File: src/rtl/rs_encoder237_pkg.sv
// Shared RS(255,237) constants: field definition, generator polynomial, FSM states.
package rs237_pkg;

   localparam logic [8:0]  GF_POLY    = 9'h11D;
   localparam int unsigned NUM_COEFS  = 18;
   localparam int unsigned DATA_BYTES = 237;
   localparam int unsigned SYM_W      = 8;
   localparam int unsigned CNT_W      = 8;

   typedef logic [SYM_W-1:0] sym_t;

   typedef enum logic {
      MSG = 1'b0,
      PAR = 1'b1
   } state_e;

   typedef struct packed {
      sym_t data;
      logic sop;
      logic eop;
   } cw_beat_t;

   // Shift-and-add multiply, reducing by GF_POLY whenever the top bit falls out
   function automatic sym_t gf_mul(input sym_t a, input sym_t b);
      sym_t acc;
      sym_t sh;
      acc = '0;
      sh  = a;
      for (int i = 0; i < int'(SYM_W); i++) begin
         if (b[i]) acc = acc ^ sh;
         sh = sh[SYM_W-1] ? ((sh << 1) ^ GF_POLY[SYM_W-1:0]) : (sh << 1);
      end
      return acc;
   endfunction

   // Expands prod (x + alpha^i), i = 1..NUM_COEFS; the monic top term is dropped
   function automatic logic [NUM_COEFS-1:0][SYM_W-1:0] gen_poly();
      logic [NUM_COEFS:0][SYM_W-1:0] g;
      sym_t root;
      g    = '0;
      g[0] = SYM_W'(1);
      root = SYM_W'(1);
      for (int i = 1; i <= int'(NUM_COEFS); i++) begin
         root = gf_mul(root, SYM_W'(2));
         for (int k = int'(NUM_COEFS); k >= 1; k--)
            g[k] = g[k-1] ^ gf_mul(g[k], root);
         g[0] = gf_mul(g[0], root);
      end
      return g[NUM_COEFS-1:0];
   endfunction

   localparam logic [NUM_COEFS-1:0][SYM_W-1:0] G = gen_poly();

endpackage

File: src/rtl/rs_encoder237_if.sv
// Byte-stream bundle: message bytes in, codeword bytes out with sop/eop framing.
interface rs_encoder237_if;
   import rs237_pkg::*;

   logic in_valid;
   logic in_ready;
   sym_t in_data;
   logic out_valid;
   logic out_ready;
   sym_t out_data;
   logic out_sop;
   logic out_eop;

   modport slave (
      input  in_valid, in_data, out_ready,
      output in_ready, out_valid, out_data, out_sop, out_eop
   );

   modport master (
      output in_valid, in_data, out_ready,
      input  in_ready, out_valid, out_data, out_sop, out_eop
   );
endinterface

File: src/rtl/gf256_mul.sv
// Combinational GF(2^8) multiplier; a constant operand collapses to an XOR network.
module gf256_mul
   import rs237_pkg::*;
(
   input  sym_t i_a,
   input  sym_t i_b,
   output sym_t o_p
);
   assign o_p = gf_mul(i_a, i_b);
endmodule

File: src/rtl/rs_encoder237.sv
// Systematic RS(255,237) encoder: passes 237 message bytes, then emits 18 parity bytes.
module rs_encoder237
   import rs237_pkg::*;
(
   input  logic            clock,
   input  logic            reset_n,
   rs_encoder237_if.slave  bus
);

   state_e   r_state;
   state_e   w_state_nxt;
   logic [CNT_W-1:0] r_cnt;
   sym_t     r_p  [NUM_COEFS];
   sym_t     w_gp [NUM_COEFS];
   sym_t     w_fb;
   cw_beat_t r_out;
   logic     r_out_valid;

   logic w_out_load;
   logic w_in_ready;
   logic w_in_fire;
   logic w_par_fire;
   logic w_last_msg;
   logic w_last_par;

   assign w_out_load = !r_out_valid || bus.out_ready;
   assign w_fb       = bus.in_data ^ r_p[NUM_COEFS-1];
   assign w_last_msg = (r_cnt == CNT_W'(DATA_BYTES - 1));
   assign w_last_par = (r_cnt == CNT_W'(NUM_COEFS - 1));

   for (genvar j = 0; j < int'(NUM_COEFS); j++) begin : g_mul
      gf256_mul u_mul (
         .i_a (w_fb),
         .i_b (G[j]),
         .o_p (w_gp[j])
      );
   end

   always_ff @(posedge clock or negedge reset_n) begin
      if (!reset_n) r_state <= MSG;
      else          r_state <= w_state_nxt;
   end

   always_comb begin
      w_state_nxt = r_state;
      case (r_state)
         MSG:     if (w_in_fire && w_last_msg)  w_state_nxt = PAR;
         PAR:     if (w_par_fire && w_last_par) w_state_nxt = MSG;
         default: w_state_nxt = MSG;
      endcase
   end

   // Handshake decode; in_ready is held low while reset is asserted
   always_comb begin
      w_in_ready = 1'b0;
      w_in_fire  = 1'b0;
      w_par_fire = 1'b0;
      case (r_state)
         MSG: begin
            w_in_ready = reset_n && w_out_load;
            w_in_fire  = bus.in_valid && w_in_ready;
         end
         PAR:     w_par_fire = w_out_load;
         default: ;
      endcase
   end

   always_ff @(posedge clock or negedge reset_n) begin
      if (!reset_n)        r_cnt <= '0;
      else if (w_in_fire)  r_cnt <= w_last_msg ? '0 : r_cnt + CNT_W'(1);
      else if (w_par_fire) r_cnt <= w_last_par ? '0 : r_cnt + CNT_W'(1);
   end

   // Division LFSR while absorbing; plain shift register while draining parity
   always_ff @(posedge clock or negedge reset_n) begin
      if (!reset_n) begin
         for (int j = 0; j < int'(NUM_COEFS); j++) r_p[j] <= '0;
      end else if (w_in_fire) begin
         r_p[0] <= w_gp[0];
         for (int j = 1; j < int'(NUM_COEFS); j++) r_p[j] <= r_p[j-1] ^ w_gp[j];
      end else if (w_par_fire) begin
         r_p[0] <= '0;
         for (int j = 1; j < int'(NUM_COEFS); j++) r_p[j] <= r_p[j-1];
      end
   end

   always_ff @(posedge clock or negedge reset_n) begin
      if (!reset_n) begin
         r_out_valid <= 1'b0;
         r_out       <= '0;
      end else if (w_in_fire) begin
         r_out_valid <= 1'b1;
         r_out       <= '{data: bus.in_data, sop: (r_cnt == '0), eop: 1'b0};
      end else if (w_par_fire) begin
         r_out_valid <= 1'b1;
         r_out       <= '{data: r_p[NUM_COEFS-1], sop: 1'b0, eop: w_last_par};
      end else if (bus.out_ready) begin
         r_out_valid <= 1'b0;
         r_out.sop   <= 1'b0;
         r_out.eop   <= 1'b0;
      end
   end

   assign bus.in_ready  = w_in_ready;
   assign bus.out_valid = r_out_valid;
   assign bus.out_data  = r_out.data;
   assign bus.out_sop   = r_out.sop;
   assign bus.out_eop   = r_out.eop;

endmodule
File: src/flat_wrapper.sv
// flat-port wrapper written by rule: the top's interface ports become plain ports
module rs_encoder237_flat import rs237_pkg::*;
  (clock, reset_n, bus_in_valid, bus_in_data, bus_out_ready, bus_in_ready, bus_out_valid, bus_out_data, bus_out_sop, bus_out_eop);
  rs_encoder237_if bus_i ();
  input  logic clock;
  input  logic reset_n;
  input wire logic [$bits(bus_i.in_valid)-1:0] bus_in_valid;
  input wire logic [$bits(bus_i.in_data)-1:0] bus_in_data;
  input wire logic [$bits(bus_i.out_ready)-1:0] bus_out_ready;
  output wire logic [$bits(bus_i.in_ready)-1:0] bus_in_ready;
  output wire logic [$bits(bus_i.out_valid)-1:0] bus_out_valid;
  output wire logic [$bits(bus_i.out_data)-1:0] bus_out_data;
  output wire logic [$bits(bus_i.out_sop)-1:0] bus_out_sop;
  output wire logic [$bits(bus_i.out_eop)-1:0] bus_out_eop;
  assign bus_i.in_valid = bus_in_valid;
  assign bus_i.in_data = bus_in_data;
  assign bus_i.out_ready = bus_out_ready;
  assign bus_in_ready = bus_i.in_ready;
  assign bus_out_valid = bus_i.out_valid;
  assign bus_out_data = bus_i.out_data;
  assign bus_out_sop = bus_i.out_sop;
  assign bus_out_eop = bus_i.out_eop;
  rs_encoder237 u_core (.clock(clock), .reset_n(reset_n), .bus(bus_i));
endmodule
File: config.mk
export PLATFORM = sky130hd
export DESIGN_NAME = rs_encoder237_flat
export DESIGN_NICKNAME = d
export VERILOG_FILES = /design/src/rtl/rs_encoder237_pkg.sv /design/src/rtl/rs_encoder237_if.sv /design/src/rtl/gf256_mul.sv /design/src/rtl/rs_encoder237.sv /design/src/flat_wrapper.sv
export SDC_FILE = /design/constraint.sdc
export NUM_CORES = 1
export LEC_CHECK = 0
export ABC_AREA = 1
export CAP_MARGIN = 0
export CORE_ASPECT_RATIO = 0.9
export CORE_MARGIN = 2
export CORE_UTILIZATION = 55
export CTS_CLUSTER_DIAMETER = 150
export DETAILED_ROUTE_END_ITERATION = 12
export HOLD_SLACK_MARGIN = 0.12
export PLACE_DENSITY = 0.72
export SYNTH_ARGS = -nofsm -noshare
export SYNTH_HDL_FRONTEND = slang
export SYNTH_SLANG_ARGS = --single-unit
export TNS_END_PERCENT = 10
File: constraint.sdc
create_clock -name clock -period 5.15 [get_ports clock]
set_clock_uncertainty 0.05 [all_clocks]
set_input_delay 0.515 -clock clock [delete_from_list [all_inputs] [get_ports clock]]
set_output_delay 0.515 -clock clock [all_outputs]
set_load 0.005 [all_outputs]
==> reports/qor.txt <==
Minimum clock period = 3511 ps
Worst Hold Depth = 2
Seq/Total Area, Yosys = 41.25%
Synth Net Count = 1,385
Syn Area/Cell = 7.262 sq um
Most common cell after layout, fill and taps aside = nand2_1
Asr flop ratio synth = 100.0%
Antenna viol nets, final = 0
Root buffer cell = clkbuf_16
Final Cycle Share = 68.17%
Setup TNS = 0 ps
Post-CTS setup buffer count = 0
Vias in the first global route = 8,339
H-tree lvl count = 4
Die Span Y = 131.6 microns
Peak supply drop = 0.3174 mV
CTS Buffer Depth = 2
Final Hold Vio Count = 0
Starting Density = 56.30%
Most frequent cells in the layout = 517 x nand2_1, 168 x nand3_1, 164 x dfrtp_1
Vias per cell = 5.825
RSZ-0062 raised after global routing = no
Total CTS buffers = 17
Drt initial violations = 1,005
First-pass GRT wire length = 47,270 microns
Slew Viols, Final = 0
GR Overflow Total = 0
Drt drc = 0
Power Total = 7.746 mW
Worst slew pin tran = 1023 ps
IO Pins = 24
DRT Pass-1 Iters = 6
Pwr/cell area = 712.8 nW/um^2
Final Core Density = 61.50%
Largest net degree at the start of global routing = 100
Number of flops mapped to enable cells by yosys = 0
CP Data Arrival Time = 3800 ps
Most used DFF post-synth = dfrtp_1
Synth warnings = 0
Final setup fails = 0
Crit path kind = input port to flip-flop
Rel. slew slack = 31.76%
Area delta synth->final = 9.232%
Highest Clock Rate = 0.2849 GHz
Core Rows = 46
Crit. End Element = flip-flop
DP Wirelength = 20,580 microns
Share of cells above drive strength 1 = 6.477%
Multi-input gate area = 5249 sq um
Die W = 145.8 microns
Antenna violations before repair = 0
Layout net count = 1,376
Status = finished clean
Reg2reg path depth = 9
Cells after synthesis = 1,370
MaxCap Viol Count = 0
Worst-path clk slew = 70 ps
Detailed-route via count = 9,407
Leak = 5.119 nW
Register area = 4104 sq um
CP max FO = 99
Hold Crit Class = flip-flop to flip-flop
Clk_lat worst skew = 440 ps
Unique masters post-synth = 41
Fill count = 1,626
GP Congestion = 0.9843
Final WL = 29,880 microns
Synth Register Bits = 164
Die Area = 19,180 sq um
Worst setup SP type = input port
Core area = 17,670 sq um
Post-CTS sizing = 0
Syn Std Cell Area = 9948 sq um
Total routing usage reported by global routing = 31.64%
Clock Sinks = 164
CTS tree = yes
Routed wire per std cell = 18.50 microns
Worst Path Required = 5440 ps
Port buffer count = 23
==> power by group <==
group | switching, mW | internal (mW)
logic | 2.80 | 1.28
registers | 0.533 | 1.88
clock network | 0.577 | 0.684
total | 3.91 | 3.84
==> cell type report <==
| cell class | count | share of cell area [%] |
|---|---|---|
| inverters | 86 | 3.051 |
| well taps | 240 | 2.763 |
| diodes | 1 | 0.02303 |
| clock buffers | 19 | 4.076 |
| repair buffers | 32 | 2.890 |
| clock inverters | 13 | 1.128 |
| flip-flops and latches | 164 | 37.77 |
| multi-input cells | 1060 | 48.30 |
==> what timing repair did <==
item                                    CTS  global route
hold buffers                              1             0
endpoints found under the setup margin    0             0
hold endpoints to repair                 40             0
==> critical path: stages <==
cell and delay [ps]:
dlygate4sd3_1 550, buf_6 250, nand2_1 120, nor2_1 60, nand2_2 370, nand2_4 460, inv_6 660, buf_12 400
nor3_1 90, a211oi_1 200
==> path summary, 6_finish.rpt <==
check                                         end  slack (ps)                    from
setup / recovery                   u_core.r_p[30]        1640                 reset_n
hold / removal             u_core.bus.out_data[5]         450  u_core.bus.out_data[5]
setup reg to reg                   u_core.r_p[30]        2140    u_core.bus.out_valid
hold reg to reg            u_core.bus.out_data[5]         450  u_core.bus.out_data[5]
max in group asynchronous          u_core.r_p[67]        3240                 reset_n
min in group asynchronous          u_core.r_p[65]         520                 reset_n
==> per-stage QoR <==
| stage | std cells | cell area [sq um] | hold WS (ps) | setup WS [ps] |
|---|---|---|---|---|
| after floorplan | 1370 | 9948 | 169.4 | 3124 |
| after global placement | 1581 | 10290 | 415.2 | 1602 |
| after detailed placement | 1581 | 10290 | 413.4 | 1506 |
| after CTS | 1614 | 10860 | 448.4 | 1650 |
| after global routing | 1614 | 10860 | 469.7 | 1358 |
| final | 1615 | 10870 | 445.0 | 1639 |
==> sequential cells by signal (all words and copies together), names as in the netlist <==
register	cells
u_core.bus.out_eop	1
u_core.r_state	1
u_core.r_p	144
u_core.bus.out_valid	1
u_core.r_cnt	8
u_core.bus.out_sop	1
u_core.bus.out_data	8
==> cell families after synthesis <==
family / Yosys count / synth area share, %
buffers and inverters: 146 / 6.087
adder cells (fa/ha/maj): 3 / 0.3774
AND/OR/NAND/NOR: 814 / 34.71
XOR/XNOR: 73 / 6.716
flip-flops: 164 / 41.25
AO/OA/AOI/OAI: 170 / 10.85
==> metal layers <==
metal	wire length [microns]	vias up	global-route usage (%)
li1	-	4515	-
met4	607	0	9.749
met2	13340	399	46.59
met5	0	-	0
met3	2555	47	5.729
met1	13370	4446	47.35
==> cells in the mapped netlist, types with 12 or more instances <==
master / count / area, sq um
o21ai_1: 20 / 100.1
a21oi_1: 12 / 60.06
nand3_1: 168 / 840.8
nand4_1: 23 / 143.9
xor2_1: 57 / 499.2
inv_2: 12 / 45.04
xnor2_1: 13 / 113.9
dfrtp_1: 164 / 4104
inv_1: 73 / 274.0
o211ai_1: 61 / 457.9
nand2_2: 26 / 162.7
o21ai_0: 47 / 235.2
nand2_1: 519 / 1948
buf_2: 17 / 85.08
nor2_1: 56 / 210.2
clkbuf_1: 28 / 105.1
Note: power is estimated with default switching activity, not from simulation.
